--- src/rtl/channel_cmd_arbiter_pkg.sv ---
// rtl/channel_cmd_arbiter_pkg.sv - shared types, default timings and CAS spacing helper for the channel scheduler
package channel_cmd_arbiter_pkg;

  localparam int READCMDQUEUEDEPTH  = 16;
  localparam int WRITECMDQUEUEDEPTH = 16;

  localparam int DEF_NUM_RANK   = 2;
  localparam int DEF_RCNT_W     = $clog2(READCMDQUEUEDEPTH);
  localparam int DEF_WCNT_W     = $clog2(WRITECMDQUEUEDEPTH);
  localparam int DEF_WR_HIGH_WM = 12;
  localparam int DEF_WR_LOW_WM  = 4;
  localparam int DEF_T_CCD_S    = 4;
  localparam int DEF_T_CCD_L    = 6;
  localparam int DEF_T_RTRS     = 2;
  localparam int DEF_T_RTW      = 8;
  localparam int DEF_T_WTR      = 10;
  localparam int DEF_STARVE_LIM = 256;

  typedef enum logic [1:0] {
    CH_READ  = 2'd0,
    CH_RD2WR = 2'd1,
    CH_WRITE = 2'd2,
    CH_WR2RD = 2'd3
  } chMode_t;

  // Cycles the DQ bus stays blocked after a CAS; a rank switch adds the rank-to-rank gap.
  function automatic int casSpacing(input logic isShort, input logic rankSwitch,
                                    input int tCcdS, input int tCcdL, input int tRtrs);
    return (isShort ? tCcdS : tCcdL) - 1 + (rankSwitch ? tRtrs : 0);
  endfunction

endpackage

--- src/rtl/channel_cmd_arbiter_if.sv ---
// rtl/channel_cmd_arbiter_if.sv - rank-to-channel scheduler handshake bundle
interface channel_cmd_arbiter_if
  import channel_cmd_arbiter_pkg::*;
#(
  parameter int NUM_RANK = DEF_NUM_RANK,
  parameter int RCNT_W   = DEF_RCNT_W,
  parameter int WCNT_W   = DEF_WCNT_W
);

  logic [NUM_RANK-1:0]        rankRdReady;
  logic [NUM_RANK-1:0]        rankWrReady;
  logic [NUM_RANK*RCNT_W-1:0] rankReadReqCnt;
  logic [NUM_RANK*WCNT_W-1:0] rankWriteReqCnt;
  logic [NUM_RANK-1:0]        rankRdWrAck;
  logic [NUM_RANK-1:0]        rankCmdAck;
  logic [NUM_RANK-1:0]        rankFsmWait;
  logic [NUM_RANK-1:0]        rankCcdShort;
  logic [NUM_RANK-1:0]        rankIdle;
  logic [NUM_RANK-1:0]        cmdGranted;
  logic [NUM_RANK-1:0]        dqGranted;
  logic                       writeMode;
  logic                       transReady;

  modport master (
    output rankRdReady, rankWrReady, rankReadReqCnt, rankWriteReqCnt,
           rankRdWrAck, rankCmdAck, rankFsmWait, rankCcdShort, rankIdle,
    input  cmdGranted, dqGranted, writeMode, transReady
  );

  modport slave (
    input  rankRdReady, rankWrReady, rankReadReqCnt, rankWriteReqCnt,
           rankRdWrAck, rankCmdAck, rankFsmWait, rankCcdShort, rankIdle,
    output cmdGranted, dqGranted, writeMode, transReady
  );

endinterface

--- src/rtl/channel_cmd_arbiter_rank_rr_arbiter.sv ---
// rtl/channel_cmd_arbiter_rank_rr_arbiter.sv - round-robin one-hot pick starting at a pointer
module rank_rr_arbiter
  import channel_cmd_arbiter_pkg::*;
#(
  parameter int NUM_RANK = DEF_NUM_RANK,
  localparam int PTR_W   = $clog2(NUM_RANK)
) (
  input  logic [NUM_RANK-1:0] req,
  input  logic [PTR_W-1:0]    ptr,
  output logic [NUM_RANK-1:0] grant
);

  logic found;

  // Search from the pointer upward, then wrap to the ranks below it.
  always_comb begin
    grant = '0;
    found = 1'b0;
    for (int i = 0; i < NUM_RANK; i++) begin
      if (!found && req[i] && (i >= int'(ptr))) begin
        grant[i] = 1'b1;
        found    = 1'b1;
      end
    end
    for (int i = 0; i < NUM_RANK; i++) begin
      if (!found && req[i] && (i < int'(ptr))) begin
        grant[i] = 1'b1;
        found    = 1'b1;
      end
    end
  end

endmodule

--- src/rtl/channel_cmd_arbiter.sv ---
// rtl/channel_cmd_arbiter.sv - channel R/W mode, turnaround, tCCD and rank grant scheduler; CH_SCHED_STARVATION_EN adds a read-starvation override
module channel_cmd_arbiter
  import channel_cmd_arbiter_pkg::*;
#(
  parameter int NUM_RANK   = DEF_NUM_RANK,
  parameter int RCNT_W     = DEF_RCNT_W,
  parameter int WCNT_W     = DEF_WCNT_W,
  parameter int WR_HIGH_WM = DEF_WR_HIGH_WM,
  parameter int WR_LOW_WM  = DEF_WR_LOW_WM,
  parameter int T_CCD_S    = DEF_T_CCD_S,
  parameter int T_CCD_L    = DEF_T_CCD_L,
  parameter int T_RTRS     = DEF_T_RTRS,
  parameter int T_RTW      = DEF_T_RTW,
  parameter int T_WTR      = DEF_T_WTR,
  parameter int STARVE_LIM = DEF_STARVE_LIM
) (
  input logic                  clk,
  input logic                  rst,
  channel_cmd_arbiter_if.slave bus
);

  localparam int PTR_W  = $clog2(NUM_RANK);
  localparam int SUM_W  = WCNT_W + $clog2(NUM_RANK);
  localparam int CCD_MX = ((T_CCD_L > T_CCD_S) ? T_CCD_L : T_CCD_S) + T_RTRS;
  localparam int CCD_W  = $clog2(CCD_MX + 1);
  localparam int TURN_W = $clog2(((T_RTW > T_WTR) ? T_RTW : T_WTR) + 1);

  localparam logic [SUM_W-1:0] WR_HIGH = SUM_W'(WR_HIGH_WM);
  localparam logic [SUM_W-1:0] WR_LOW  = SUM_W'(WR_LOW_WM);

  chMode_t             modeQ, modeD;
  logic [TURN_W-1:0]   turnCntQ, turnCntD;
  logic [CCD_W-1:0]    ccdCntQ, ccdD;
  logic [PTR_W-1:0]    lastCasQ, lastCasD;
  logic [PTR_W-1:0]    rrPtrQ, ptrD;
  logic [PTR_W-1:0]    grantIdx, ackIdx;
  logic [NUM_RANK-1:0] cmdGrantQ, grantD;
  logic [NUM_RANK-1:0] dqGrantQ, dqGrantD;
  logic [NUM_RANK-1:0] eligible, arbGrant;
  logic                writeModeQ, writeModeD;
  logic                transReadyQ, transReadyD;
  logic                hasGrant, releaseGrant;
  logic                anyRd, anyWr, anyCas, starveHit;
  logic [SUM_W-1:0]    sumWr;
  logic                unusedInputs;

  assign anyRd  = |bus.rankRdReady;
  assign anyWr  = |bus.rankWrReady;
  assign anyCas = |bus.rankRdWrAck;

  assign unusedInputs = ^{bus.rankReadReqCnt[NUM_RANK*RCNT_W-1:0], bus.rankIdle};

  assign bus.cmdGranted = cmdGrantQ;
  assign bus.dqGranted  = dqGrantQ;
  assign bus.writeMode  = writeModeQ;
  assign bus.transReady = transReadyQ;

  // Total write occupancy across ranks, wide enough that it cannot wrap.
  always_comb begin
    sumWr = '0;
    for (int i = 0; i < NUM_RANK; i++) begin
      sumWr = sumWr + SUM_W'(bus.rankWriteReqCnt[i*WCNT_W +: WCNT_W]);
    end
  end

`ifdef CH_SCHED_STARVATION_EN
  localparam int STARVE_W = $clog2(STARVE_LIM + 1);
  logic [STARVE_W-1:0] starveCntQ;

  // Count how long WRITE mode keeps pending reads waiting; cleared when WRITE is left.
  always_ff @(posedge clk) begin
    if (rst || (modeQ != CH_WRITE) || (modeD != CH_WRITE)) begin
      starveCntQ <= '0;
    end else if (anyRd && !starveHit) begin
      starveCntQ <= starveCntQ + STARVE_W'(1);
    end
  end

  assign starveHit = (starveCntQ == STARVE_W'(STARVE_LIM));
`else
  assign starveHit = (STARVE_LIM < 0);
`endif

  // Mode next-state: switches are only decided in cycles with no CAS ack.
  always_comb begin
    modeD    = modeQ;
    turnCntD = turnCntQ;
    case (modeQ)
      CH_READ: begin
        if (!anyCas && ((sumWr >= WR_HIGH) || (!anyRd && anyWr))) begin
          modeD    = CH_RD2WR;
          turnCntD = TURN_W'(T_RTW - 1);
        end
      end
      CH_RD2WR: begin
        if (turnCntQ == '0) modeD = CH_WRITE;
        else                turnCntD = turnCntQ - TURN_W'(1);
      end
      CH_WRITE: begin
        if (!anyCas && (((sumWr < WR_LOW) && anyRd) || (!anyWr && anyRd) || starveHit)) begin
          modeD    = CH_WR2RD;
          turnCntD = TURN_W'(T_WTR - 1);
        end
      end
      CH_WR2RD: begin
        if (turnCntQ == '0) modeD = CH_READ;
        else                turnCntD = turnCntQ - TURN_W'(1);
      end
      default: modeD = CH_READ;
    endcase
    writeModeD  = (modeD == CH_RD2WR) || (modeD == CH_WRITE);
    transReadyD = (modeD == CH_READ) || (modeD == CH_WRITE);
  end

  // Mode state register.
  always_ff @(posedge clk) begin
    if (rst) begin
      modeQ    <= CH_READ;
      turnCntQ <= '0;
    end else begin
      modeQ    <= modeD;
      turnCntQ <= turnCntD;
    end
  end

  // CAS spacing: any ack reloads the counter, otherwise it drains to zero.
  always_comb begin
    ackIdx = '0;
    for (int i = NUM_RANK - 1; i >= 0; i--) begin
      if (bus.rankRdWrAck[i]) ackIdx = PTR_W'(i);
    end
    lastCasD = lastCasQ;
    ccdD     = ccdCntQ;
    if (anyCas) begin
      ccdD     = CCD_W'(casSpacing(bus.rankCcdShort[ackIdx], ackIdx != lastCasQ,
                                   T_CCD_S, T_CCD_L, T_RTRS));
      lastCasD = ackIdx;
    end else if (ccdCntQ != '0) begin
      ccdD = ccdCntQ - CCD_W'(1);
    end
  end

  // Eligibility in the upcoming mode, and pointer advance when the held grant is released.
  always_comb begin
    eligible = (writeModeD ? bus.rankWrReady : bus.rankRdReady) & ~bus.rankFsmWait;
    grantIdx = '0;
    for (int i = 0; i < NUM_RANK; i++) begin
      if (cmdGrantQ[i]) grantIdx = PTR_W'(i);
    end
    hasGrant     = |cmdGrantQ;
    releaseGrant = hasGrant &&
                   ((|(cmdGrantQ & (bus.rankCmdAck | bus.rankRdWrAck))) || !(|(cmdGrantQ & eligible)));
    ptrD = rrPtrQ;
    if (releaseGrant) begin
      ptrD = (grantIdx == PTR_W'(NUM_RANK - 1)) ? '0 : grantIdx + PTR_W'(1);
    end
  end

  rank_rr_arbiter #(
    .NUM_RANK (NUM_RANK)
  ) u_rr (
    .req   (eligible),
    .ptr   (ptrD),
    .grant (arbGrant)
  );

  // Keep the current grant until released; DQ grant also needs steady mode and a drained tCCD.
  always_comb begin
    grantD   = (hasGrant && !releaseGrant) ? cmdGrantQ : arbGrant;
    dqGrantD = grantD & {NUM_RANK{transReadyD && (ccdD == '0)}};
  end

  // Grant, pointer, CAS history and registered outputs.
  always_ff @(posedge clk) begin
    if (rst) begin
      ccdCntQ     <= '0;
      lastCasQ    <= '0;
      rrPtrQ      <= '0;
      cmdGrantQ   <= '0;
      dqGrantQ    <= '0;
      writeModeQ  <= 1'b0;
      transReadyQ <= 1'b0;
    end else begin
      ccdCntQ     <= ccdD;
      lastCasQ    <= lastCasD;
      rrPtrQ      <= ptrD;
      cmdGrantQ   <= grantD;
      dqGrantQ    <= dqGrantD;
      writeModeQ  <= writeModeD;
      transReadyQ <= transReadyD;
    end
  end

`ifndef SYNTHESIS
  // A rank may only issue while it holds the command-bus grant.
  ackOnlyWhenGranted: assert property (@(posedge clk) disable iff (rst)
    ((bus.rankRdWrAck | bus.rankCmdAck) & ~cmdGrantQ) == '0);
`endif

endmodule

--- src/flat_wrapper.sv ---
// flat-port wrapper written by rule: the top's interface ports become plain ports
module channel_cmd_arbiter_flat import channel_cmd_arbiter_pkg::*;
#(
  parameter int NUM_RANK   = DEF_NUM_RANK,
  parameter int RCNT_W     = DEF_RCNT_W,
  parameter int WCNT_W     = DEF_WCNT_W,
  parameter int WR_HIGH_WM = DEF_WR_HIGH_WM,
  parameter int WR_LOW_WM  = DEF_WR_LOW_WM,
  parameter int T_CCD_S    = DEF_T_CCD_S,
  parameter int T_CCD_L    = DEF_T_CCD_L,
  parameter int T_RTRS     = DEF_T_RTRS,
  parameter int T_RTW      = DEF_T_RTW,
  parameter int T_WTR      = DEF_T_WTR,
  parameter int STARVE_LIM = DEF_STARVE_LIM
)
  (clk, rst, bus_rankRdReady, bus_rankWrReady, bus_rankReadReqCnt, bus_rankWriteReqCnt, bus_rankRdWrAck, bus_rankCmdAck, bus_rankFsmWait, bus_rankCcdShort, bus_rankIdle, bus_cmdGranted, bus_dqGranted, bus_writeMode, bus_transReady);
  channel_cmd_arbiter_if #(.NUM_RANK(NUM_RANK), .RCNT_W(RCNT_W), .WCNT_W(WCNT_W)) bus_i ();
  input logic clk;
  input logic rst;
  input wire logic [$bits(bus_i.rankRdReady)-1:0] bus_rankRdReady;
  input wire logic [$bits(bus_i.rankWrReady)-1:0] bus_rankWrReady;
  input wire logic [$bits(bus_i.rankReadReqCnt)-1:0] bus_rankReadReqCnt;
  input wire logic [$bits(bus_i.rankWriteReqCnt)-1:0] bus_rankWriteReqCnt;
  input wire logic [$bits(bus_i.rankRdWrAck)-1:0] bus_rankRdWrAck;
  input wire logic [$bits(bus_i.rankCmdAck)-1:0] bus_rankCmdAck;
  input wire logic [$bits(bus_i.rankFsmWait)-1:0] bus_rankFsmWait;
  input wire logic [$bits(bus_i.rankCcdShort)-1:0] bus_rankCcdShort;
  input wire logic [$bits(bus_i.rankIdle)-1:0] bus_rankIdle;
  output wire logic [$bits(bus_i.cmdGranted)-1:0] bus_cmdGranted;
  output wire logic [$bits(bus_i.dqGranted)-1:0] bus_dqGranted;
  output wire logic [$bits(bus_i.writeMode)-1:0] bus_writeMode;
  output wire logic [$bits(bus_i.transReady)-1:0] bus_transReady;
  assign bus_i.rankRdReady = bus_rankRdReady;
  assign bus_i.rankWrReady = bus_rankWrReady;
  assign bus_i.rankReadReqCnt = bus_rankReadReqCnt;
  assign bus_i.rankWriteReqCnt = bus_rankWriteReqCnt;
  assign bus_i.rankRdWrAck = bus_rankRdWrAck;
  assign bus_i.rankCmdAck = bus_rankCmdAck;
  assign bus_i.rankFsmWait = bus_rankFsmWait;
  assign bus_i.rankCcdShort = bus_rankCcdShort;
  assign bus_i.rankIdle = bus_rankIdle;
  assign bus_cmdGranted = bus_i.cmdGranted;
  assign bus_dqGranted = bus_i.dqGranted;
  assign bus_writeMode = bus_i.writeMode;
  assign bus_transReady = bus_i.transReady;
  channel_cmd_arbiter #(.NUM_RANK(NUM_RANK), .RCNT_W(RCNT_W), .WCNT_W(WCNT_W), .WR_HIGH_WM(WR_HIGH_WM), .WR_LOW_WM(WR_LOW_WM), .T_CCD_S(T_CCD_S), .T_CCD_L(T_CCD_L), .T_RTRS(T_RTRS), .T_RTW(T_RTW), .T_WTR(T_WTR), .STARVE_LIM(STARVE_LIM)) u_core (.clk(clk), .rst(rst), .bus(bus_i));
endmodule
--- config.mk ---
export PLATFORM = sky130hd
export DESIGN_NAME = channel_cmd_arbiter_flat
export DESIGN_NICKNAME = d
export VERILOG_FILES = /design/src/rtl/channel_cmd_arbiter_pkg.sv /design/src/rtl/channel_cmd_arbiter_if.sv /design/src/rtl/channel_cmd_arbiter_rank_rr_arbiter.sv /design/src/rtl/channel_cmd_arbiter.sv /design/src/flat_wrapper.sv
export SDC_FILE = /design/constraint.sdc
export NUM_CORES = 1
export LEC_CHECK = 0
export ABC_AREA = 1
export CELL_PAD_IN_SITES_DETAIL_PLACEMENT = 1
export CELL_PAD_IN_SITES_GLOBAL_PLACEMENT = 1
export CORE_MARGIN = 2
export CORE_UTILIZATION = 25
export DETAILED_ROUTE_END_ITERATION = 7
export PLACE_DENSITY_LB_ADDON = 0.1
export SETUP_SLACK_MARGIN = 0.5
export SKIP_LAST_GASP = 1
export SYNTH_ARGS = -nofsm -noshare
export SYNTH_HDL_FRONTEND = slang
export SYNTH_HIERARCHICAL = 1
export SYNTH_SLANG_ARGS = --single-unit
--- constraint.sdc ---
create_clock -name clk -period 5.6 [get_ports clk]
set_input_delay 1.12 -clock clk [delete_from_list [all_inputs] [get_ports clk]]
set_output_delay 1.12 -clock clk [all_outputs]
set_load 0.05 [all_outputs]
* After elaboration in Yosys (flattened, before gate mapping)
Index checks and enable logic that the tools add are counted.
** Word-level totals
- Register bits after elaboration :: 18
- Output and inout port bits :: 6
** Operators by class
- $add $sub $neg :: 6
- Magnitude comparators :: 5
- Equality and inequality tests :: 9
- Muxes and demuxes :: 26
- Bitwise operators :: 6
- Reduce and logical (&&, ||, !) cells :: 37
** Operators by type and width (count)
- two-way mux 4 bit :: 5
- two-way mux 2 bit :: 8
- OR reduction 2 bit :: 7
- logical AND 1 bit :: 12
- case mux 4 bit (3 select lines) :: 1
- two-way mux 1 bit :: 11
- AND 2 bit :: 4
- logical NOT 4 bit :: 2
- case mux 2 bit (4 select lines) :: 1
- subtractor 4 x 1 -> 4 bit, second input constant :: 2
- logical NOT 1 bit :: 7
- == test 2 bit, second input constant :: 3
- adder 4 x 4 -> 5 bit :: 1
- greater-or-equal comparator 5 x 4 -> 1 bit, second input constant :: 1
- logical OR 1 bit :: 5
- less-than comparator 5 x 3 -> 1 bit, second input constant :: 1
- adder 4 bit :: 1
- == test 2 x 1 -> 1 bit, second input constant :: 2
- logical NOT 2 bit :: 2
- != test 2 x 1 -> 1 bit, second input constant :: 2
- nonzero test 4 bit :: 1
- subtractor 4 x 2 -> 4 bit, second input constant :: 1
- AND reduction 3 bit :: 1
- less-than comparator 1 x 2 -> 1 bit, second input constant :: 1
- other kinds (7) :: 7

* Depth between registers and ports, before layout
Gate-level depths: netlist of the first run.
- Word-level depth :: 29
- Gate-level depth with buffers :: 27
- Depth with buffers taken out :: 27

* By module
The synthesis of the first run kept the hierarchy.
** By module, submodules not included
- channel_cmd_arbiter :: instances 1, cells each 175, area an instance 1177.4 µm²
- rank_rr_arbiter :: instances 1, cells each 4, area an instance 27.5 µm²

* Worst setup path after synthesis of the first run
OpenSTA, ideal clock, no wires.
- Path type :: input -> register
- From :: in bus_rankWriteReqCnt[0]
- To :: reg u_core.dqGrantQ[1], in the netlist u_core/bus.dqGranted[1]
- Setup time :: 64 ps
- Arrival :: 3864 ps
- Required time :: 5536 ps
- Slack :: 1672 ps
- Stages :: 25
- Buffers on the path :: 0
- Cell sequence :: ha_1 inv_1 fa_1 nand3b_1 nand2_1 a21oi_1 nand2_1 nand2_1 nand2_2 nand3_4 ha_1 inv_1 nor2_1 nor3_1 a22o_1 nand2_1 nand2_1 nand2_1 inv_1 inv_1 a21oi_2 nand2_1 nand2_1 nand2_1 nor2_1
** Between the ends
- Word-level cells in the longest chain between the ends :: 25
** RTL lines
- from (decl) :: RTL line flat_wrapper.sv:23 : input wire logic [$bits(bus_i.rankWriteReqCnt)-1:0] bus_rankWriteReqCnt;
- adder 4 x 4 -> 5 bit * :: RTL line channel_cmd_arbiter.sv:62 : sumWr = sumWr + SUM_W'(bus.rankWriteReqCnt[i*WCNT_W +: WCNT_W]);
- less-than comparator 5 x 3 -> 1 bit :: RTL line channel_cmd_arbiter.sv:100 : if (!anyCas && (((sumWr < WR_LOW) && anyRd) || (!anyWr && anyRd) || starveHit)) begin
- logical AND 1 bit :: RTL line channel_cmd_arbiter.sv:100
- logical OR 1 bit :: RTL line channel_cmd_arbiter.sv:100
- logical AND 1 bit :: RTL line channel_cmd_arbiter.sv:100
- two-way mux 2 bit :: RTL line channel_cmd_arbiter.sv:100
- case mux 2 bit (4 select lines) * :: RTL line channel_cmd_arbiter.sv:88 : case (modeQ)
- == test 2 x 1 -> 1 bit or == test 2 bit (tied branches) :: RTL line channel_cmd_arbiter.sv:111 : writeModeD = (modeD == CH_RD2WR) || (modeD == CH_WRITE);
- [... 3 more ...]
- net u_core.eligible[1] :: RTL line channel_cmd_arbiter.sv:39 : logic [NUM_RANK-1:0] eligible, arbGrant;
- [... 6 more ...]
- net u_core.ptrD :: RTL line channel_cmd_arbiter.sv:35 : logic [PTR_W-1:0] rrPtrQ, ptrD;
- [... 1 more ...]
- logical AND 1 bit * :: RTL line channel_cmd_arbiter_rank_rr_arbiter.sv:20 : if (!found && req[i] && (i >= int'(ptr))) begin
- two-way mux 1 bit * :: RTL line channel_cmd_arbiter_rank_rr_arbiter.sv:20
- logical NOT 1 bit * :: RTL line channel_cmd_arbiter_rank_rr_arbiter.sv:20
- logical AND 1 bit * :: RTL line channel_cmd_arbiter_rank_rr_arbiter.sv:20
- two-way mux 1 bit * :: RTL line channel_cmd_arbiter_rank_rr_arbiter.sv:20
- net u_core.arbGrant[1] :: RTL line channel_cmd_arbiter.sv:39
- two-way mux 2 bit * :: RTL line channel_cmd_arbiter.sv:169 : grantD = (hasGrant && !releaseGrant) ? cmdGrantQ : arbGrant;
- AND 2 bit * :: RTL line channel_cmd_arbiter.sv:170 : dqGrantD = grantD & {NUM_RANK{transReadyD && (ccdD == '0)}};
- to (signal assigned) :: RTL line channel_cmd_arbiter.sv:188 : dqGrantQ <= dqGrantD;
- to (decl) :: RTL line channel_cmd_arbiter.sv:38 : logic [NUM_RANK-1:0] dqGrantQ, dqGrantD;
Mark *: on every way through the listed nets, which the timed path passes. The rest lies on a longest branch.
A chain may end at the register's enable or synchronous reset.

* Final worst setup path of the first run
- From :: in bus_rankWriteReqCnt[0]
- To :: reg u_core.dqGrantQ[0], in the netlist u_core/bus.dqGranted[0]
** Between the ends
- Word-level cells in the longest chain between the ends :: 29
** RTL lines
- adder 4 x 4 -> 5 bit * :: RTL line channel_cmd_arbiter.sv:62
- less-than comparator 5 x 3 -> 1 bit :: RTL line channel_cmd_arbiter.sv:100
- logical AND 1 bit :: RTL line channel_cmd_arbiter.sv:100
- logical OR 1 bit :: RTL line channel_cmd_arbiter.sv:100
- logical AND 1 bit :: RTL line channel_cmd_arbiter.sv:100
- two-way mux 2 bit :: RTL line channel_cmd_arbiter.sv:100
- case mux 2 bit (4 select lines) * :: RTL line channel_cmd_arbiter.sv:88
- == test 2 x 1 -> 1 bit or == test 2 bit (tied branches) :: RTL line channel_cmd_arbiter.sv:111
- [... 3 more ...]
- net u_core.eligible[1] :: RTL line channel_cmd_arbiter.sv:39
- [... 6 more ...]
- net u_core.ptrD :: RTL line channel_cmd_arbiter.sv:35
- [... 4 more ...]
- logical AND 1 bit :: RTL line channel_cmd_arbiter_rank_rr_arbiter.sv:20
- two-way mux 1 bit :: RTL line channel_cmd_arbiter_rank_rr_arbiter.sv:20
- logical NOT 1 bit :: RTL line channel_cmd_arbiter_rank_rr_arbiter.sv:26 : if (!found && req[i] && (i < int'(ptr))) begin
- logical AND 1 bit (2 in series) :: RTL line channel_cmd_arbiter_rank_rr_arbiter.sv:26
- two-way mux 1 bit * :: RTL line channel_cmd_arbiter_rank_rr_arbiter.sv:26
- net u_core.arbGrant[0] :: RTL line channel_cmd_arbiter.sv:39
- two-way mux 2 bit * :: RTL line channel_cmd_arbiter.sv:169
- AND 2 bit * :: RTL line channel_cmd_arbiter.sv:170
Marks and branches as above.

==> metrics, run 1 <==
top cell type's share of synthesized area 0.2991; P_sw 256.2 uW; ys flop type dfxtp_1; peak fanout along the critical path 9; I/O Pins 38; pin count of the biggest net entering global routing 13; hold path cells 2; Post-route DRC 0; fin. max-slew vios 0; Avg Cell Area, Syn 6.731 um2; gpl congestion 0.7268; required time of the critical path 5.80 ns; Seq pwr share 0.309; drt first-iter violations 23; Max VDD drop 0.0001643 V; top cells by area, synth dfxtp_1 30%, nand2_1 11%, nor2_1 10%; Hold-fix buffers, CTS 0; register area share after synthesis 0.2991; internal power 336.8 uW; Syn-to-layout area delta 30.94%; postcts setup bufs 0; sum of negative setup slack 0 ns; clk_lat worst skew 0.25 ns; Hold Path End u_core/turnCntQ[2]; Final setup viols 0; Antenna Cells 0; Initial Utilization 0.2568; cells after synthesis 179; TritonRoute pass-1 iters 4; first-pass GRT wire length 5423 um; critical path class in -> reg; Slew @ Worst Pin 0.4951 ns; EDFF count, synth 0; Worst R2R Start u_core/turnCntQ[0]; Critical Path End Type flip-flop; GR Overflow Total 0; most frequent cell after synthesis nand2_1; full die area 0.005391 mm2; clock slew seen by the registers of the worst setup and hold paths 0.07 ns; Die Ht 73.43 um; R2R Setup Slk 2.58 ns; Via density 4.613; Post-synth ARST share 0; HP Class reg -> reg; status finished clean; vias in the first global route 1255; Layout Nets 250; Final Routed Wirelength 3053 um; Max Buffers Root-to-Sink 2; Std-Cell Rows 25; max frequency 224.0 MHz; Overall Power 593.0 uW; post-layout min period 4.465 ns; Layout Skew 0.001989 ns; max_cap viols 0; Post-Syn Nets 221; combinational share of power 0.506; DP HPWL 2519 um; I/O Buffers 27; Worst Hold Launch u_core/turnCntQ[2]; TritonCTS clock tree yes; leak pwr 0.7441 nW; switching share of power 0.4321; Root Driver clkbuf_8; cell area after synthesis 0.001205 mm2; Vias 1204; PD cells 375.8 mW/mm2; leading post-synthesis cells by instance count 36 x nand2_1, 33 x nor2_1, 31 x inv_1; Post-DRT Antenna Nets 0; Final Hold Viols 0; RSZ-0062 raised after global routing no; Distinct cells, synth 31; area leader, netlist dfxtp_1; clock network power share 0.185; Rel. slew slack 0.6689; FF+latch count, synth 18; share of post-route cells with drive strength above 1 0.05797; Crit Reg-Reg Endpoint u_core/bus.dqGranted[0]; wire length per cell 11.70 um; die width 73.43 um; GRT Total Usage 0.1287; reg2reg path depth 24; cts bufs inserted 3; core area 0.004692 mm2; CP Launch Type primary input; CTS sink count 18; CP Data Arrival Time 4.66 ns; H-tree Lvls 1; Ys Warns 6; initial antenna violation count 0; CTS resizes 0; Final Cycle Share 0.7973
==> worst max-delay path: stages <==
cell and delay [ns]:
clkdlybuf4s50_1 0.46, ha_1 0.17, inv_1 0.05, fa_1 0.39, nand3b_1 0.18, nand2_1 0.10
a21oi_1 0.04, nand2_1 0.06, nand2_1 0.06, nand2_2 0.11, nand3_4 0.14, ha_1 0.37
inv_1 0.09, nor2_1 0.05, nor3_2 0.22, a22o_1 0.23, nand2_1 0.12, nand2_1 0.09
nand2_1 0.05, nand2_1 0.08, inv_1 0.07, a21boi_2 0.12, nand2_1 0.07, nand2_1 0.06
nand2_1 0.06, nor2_1 0.08
==> through the flow <==
stage / instance area (um2) / util / setup slack [ns] / std cells / hold slack, ns
2_1_floorplan: 1205 / - / 1.672 / 179 / 0.4675
3_3_place_gp: 1518 / 0.3235 / 0.7924 / 257 / 0.4914
3_5_place_dp: 1518 / 0.3235 / 0.6953 / 257 / 0.5005
4_1_cts: 1573 / 0.3352 / 0.9428 / 261 / 0.5109
5_1_grt: 1578 / 0.3363 / 0.6836 / 261 / 0.5357
6_report: 1578 / 0.3363 / 1.135 / 261 / 0.5059
==> flip-flops by register name (all words and copies together) (netlist names) <==
register,cells
u_core/bus.cmdGranted,2
u_core/bus.writeMode,1
u_core/bus.transReady,1
u_core/bus.dqGranted,2
u_core/turnCntQ,4
u_core/lastCasQ,1
u_core/ccdCntQ,4
u_core/modeQ,2
u_core/rrPtrQ,1
==> power by group through the flow <==
stage	Clock, mW	Combinational (mW)	Sequential (mW)
final	0.110	0.300	0.183
after global routing	0.118	0.346	0.189
after CTS	0.114	0.302	0.184
after detailed placement	0	0.300	0.187
after global placement	0	0.290	0.186
after floorplan	0	0.200	0.208
==> cells in the final DEF, fill, tap and decap left out, types with 2 or more instances in the layout <==
cell type / instances
nand3_1: 11
a21oi_1: 6
nand2_2: 2
inv_1: 31
nand4_1: 2
and2_1: 2
dfxtp_1: 18
ha_1: 9
nand2_1: 36
clkdlybuf4s50_1: 27
nor2_1: 33
clkbuf_8: 4
o21ai_0: 6
xor2_1: 3
==> logic make-up after synthesis <==
logic type | Yosys count | synth area share
multiplexers | 2 | 0.01765
buffers and inverters | 34 | 0.1173
AO/OA/AOI/OAI | 18 | 0.09036
XOR/XNOR | 4 | 0.02908
adder cells (fa/ha/maj) | 10 | 0.1101
flip-flops | 18 | 0.2991
AND/OR/NAND/NOR | 93 | 0.3365
==> worst max path at each step <==
stage                           start                 endpoint  slack, ns
2_1_floorplan  bus_rankWriteReqCnt[0]  u_core/bus.dqGranted[1]       1.67
3_3_place_gp   bus_rankWriteReqCnt[0]  u_core/bus.dqGranted[1]       0.79
3_5_place_dp   bus_rankWriteReqCnt[0]  u_core/bus.dqGranted[0]       0.70
4_1_cts        bus_rankWriteReqCnt[0]  u_core/bus.dqGranted[1]       0.94
5_1_grt        bus_rankWriteReqCnt[0]  u_core/bus.dqGranted[0]       0.68
6_report       bus_rankWriteReqCnt[0]  u_core/bus.dqGranted[0]       1.14
==> layout make-up <==
cell class	count	area (um2)
fillers	590	3114
repair buffers	27	270.3
well taps	54	67.56
inverters	31	116.4
clock buffers	4	55.05
multi-input cells	127	708.2
flip-flops and latches	18	360.3
==> routing by layer <==
| metal | track usage | part of all wire |
|---|---|---|
| met3 | 0.03292 | 0.058 |
| met5 | 0 | 0 |
| met2 | 0.2352 | 0.52 |
| met4 | 0.03838 | 0.0082 |
| met1 | 0.1461 | 0.42 |
No activity file was read; power rests on OpenSTA's default activity.
==> run 2: changes to the inputs <==
==> constraint.sdc (replaced) <==
create_clock -name clk -period 4.19 [get_ports clk]
set_input_delay 0.838 -clock clk [delete_from_list [all_inputs] [get_ports clk]]
set_output_delay 0.838 -clock clk [all_outputs]
set_load 0.05 [all_outputs]
==> metrics, run 2 (synthesized netlist as in run 1, its figures left out) <==
Via density 4.466 (-3.2%); Non-Filler Instances 283 (+8.4%); Final setup viols 0 (unchanged); Rel. slew slack 0.6682 (about the same); Post-DRT Antenna Nets 0 (unchanged); H-tree Lvls 1 (unchanged); max_cap viols 0 (unchanged); TritonCTS clock tree yes; Syn-to-layout area delta 51.51%; DP Area 0.001585 mm2 (+4.5%); HP Class reg -> reg; post-layout min period 3.439 ns; clock slew seen by the registers of the worst setup and hold paths 0.08 ns (about the same); peak fanout along the critical path 4 (-5); switching share of power 0.4081 (-0.02403); Critical Path End Type flip-flop; Layout Nets 272 (+8.8%); clock network power share 0.157 (-0.028); DP HPWL 2524 um (+0.19%); Fillers 613 (+3.9%); I/O Pins 38 (unchanged); Final Hold Viols 0 (unchanged); final instance area 0.001826 mm2 (+16%); Max Buffers Root-to-Sink 2 (unchanged); Max VDD drop 0.0002279 V (+39%); RSZ-0062 raised after global routing no; Initial Utilization 0.2568 (unchanged); dpl cells 266 (+3.5%); Slew @ Worst Pin 0.4961 ns (+0.0009920 ns); combinational share of power 0.584 (+0.078); multi-input logic area 789.5 um2 (+11%); die width 73.43 um (unchanged); Root Driver clkbuf_8; Vias 1264 (+5.0%); clk_lat worst skew 0.26 ns (about the same); pin count of the biggest net entering global routing 13 (unchanged); P_sw 386.9 uW (+51%); Final Routed Wirelength 3363 um (+10%); critical path class in -> reg; gpl congestion 0.7806 (+7.4%); Layout Skew 0.0008293 ns (-0.001160 ns); cts bufs inserted 3 (unchanged); Std-Cell Rows 25 (unchanged); CP Data Arrival Time 3.64 ns (-1.02 ns); I/O Buffers 27 (unchanged); Antenna Cells 0 (unchanged); most frequent cells in the layout 32 x nor2_1, 31 x nand2_1, 27 x inv_1; internal power 561.3 uW (+67%); status finished clean; Hold-fix buffers, CTS 0 (unchanged); required time of the critical path 4.39 ns (-1.41 ns); max frequency 290.8 MHz; Die Ht 73.43 um (unchanged); Post-route DRC 0 (unchanged); full die area 0.005391 mm2 (unchanged); leak pwr 0.9002 nW (+21%); first-pass GRT wire length 5664 um (+4.4%); FF+latch area 360.3 um2 (unchanged); TritonRoute pass-1 iters 3 (-1); core area 0.004692 mm2 (unchanged); GRT Total Usage 0.1350 (+0.006342); GR Overflow Total 0 (unchanged); share of post-route cells with drive strength above 1 0.2445 (+0.1866); largest registers u_core/ccdCntQ (4), u_core/turnCntQ (4); CTS sink count 18 (unchanged); commonest non-fill, non-tap cell in the layout nor2_1; PD cells 519.5 mW/mm2 (+38%); CP Launch Type primary input; initial antenna violation count 0 (unchanged); Final Cycle Share 0.8206; Seq pwr share 0.259 (-0.050); vias in the first global route 1357 (+8.1%); fin. max-slew vios 0 (unchanged); drt first-iter violations 32 (+39%); wire length per cell 11.88 um (+1.6%)
==> run 2: per-layer routing <==
metal	vias up	routed length (um)	track usage
met3	2	157	0.03704
met4	0	15	0.03030
li1	653	-	-
met1	590	1346	0.1480
met2	19	1843	0.2563
met5	-	0	0
==> run 2: path summary, 6_finish.rpt <==
check                          from                       to  slack [ns]  depth (start not counted)
max          bus_rankWriteReqCnt[1]  u_core/bus.dqGranted[1]        0.75                         27
min              u_core/turnCntQ[2]       u_core/turnCntQ[2]        0.51                          2
max reg2reg      u_core/turnCntQ[0]  u_core/bus.dqGranted[0]        1.38                         24
min reg2reg      u_core/turnCntQ[2]       u_core/turnCntQ[2]        0.51                          2
==> run 2: cell type report <==
type,instances,area share
multi-input cells,127,0.4325
repair buffers,49,0.2392
flip-flops and latches,18,0.1974
inverters,31,0.06374
well taps,54,0.03701
clock buffers,4,0.03016
==> run 2: worst max-delay path, stage by stage <==
cell and delay [ns]:
dlygate4sd2_1 0.22, inv_1 0.07, fa_2 0.41, nand3b_1 0.18, nand2_2 0.09, nor2_1 0.05, nand2_1 0.05, nand2_1 0.04
nand2_1 0.07, nand2_2 0.08, nand3_4 0.10, ha_4 0.22, nor2_1 0.09, nor2_1 0.05, o21a_1 0.12, a22o_1 0.21
nand2_2 0.08, nand2_1 0.05, nand2_1 0.06, nand2_2 0.06, inv_2 0.07, inv_2 0.04, a21oi_2 0.11, nand2_1 0.05
nand2_1 0.05, nand2_1 0.06, nor2_1 0.09
==> run 2: timing repair <==
item	in CTS	in global routing
endpoints found under the setup margin	5	5
gates cloned	0	0
resized for setup	15	19
endpoints found under the hold margin	0	0
pin swaps	16	18
setup buffers	8	5
==> run 2: metrics by stage <==
stage	total power [mW]	hold WS, ns	setup WS [ns]	setup TNS [ns]	util
detailed placement	0.7008	0.5074	-0.09986	-0.2896	0.3379
global placement	0.6893	0.4918	-0.03733	-0.07693	0.3379
finish	0.9483	0.5120	0.7515	0	0.3891
global route	1.032	0.5632	0.5057	0	0.3891
CTS	0.9216	0.5204	0.5002	0	0.3696
floorplan	0.5460	0.4675	0.5437	0	-
==> run 2: power by group through the flow <==
stage | Sequential, mW | Combinational, mW | Clock [mW]
after floorplan | 0.279 | 0.268 | 0
after global placement | 0.250 | 0.439 | 0
after detailed placement | 0.251 | 0.450 | 0
after CTS | 0.248 | 0.519 | 0.155
after global routing | 0.252 | 0.616 | 0.164
final | 0.246 | 0.553 | 0.149
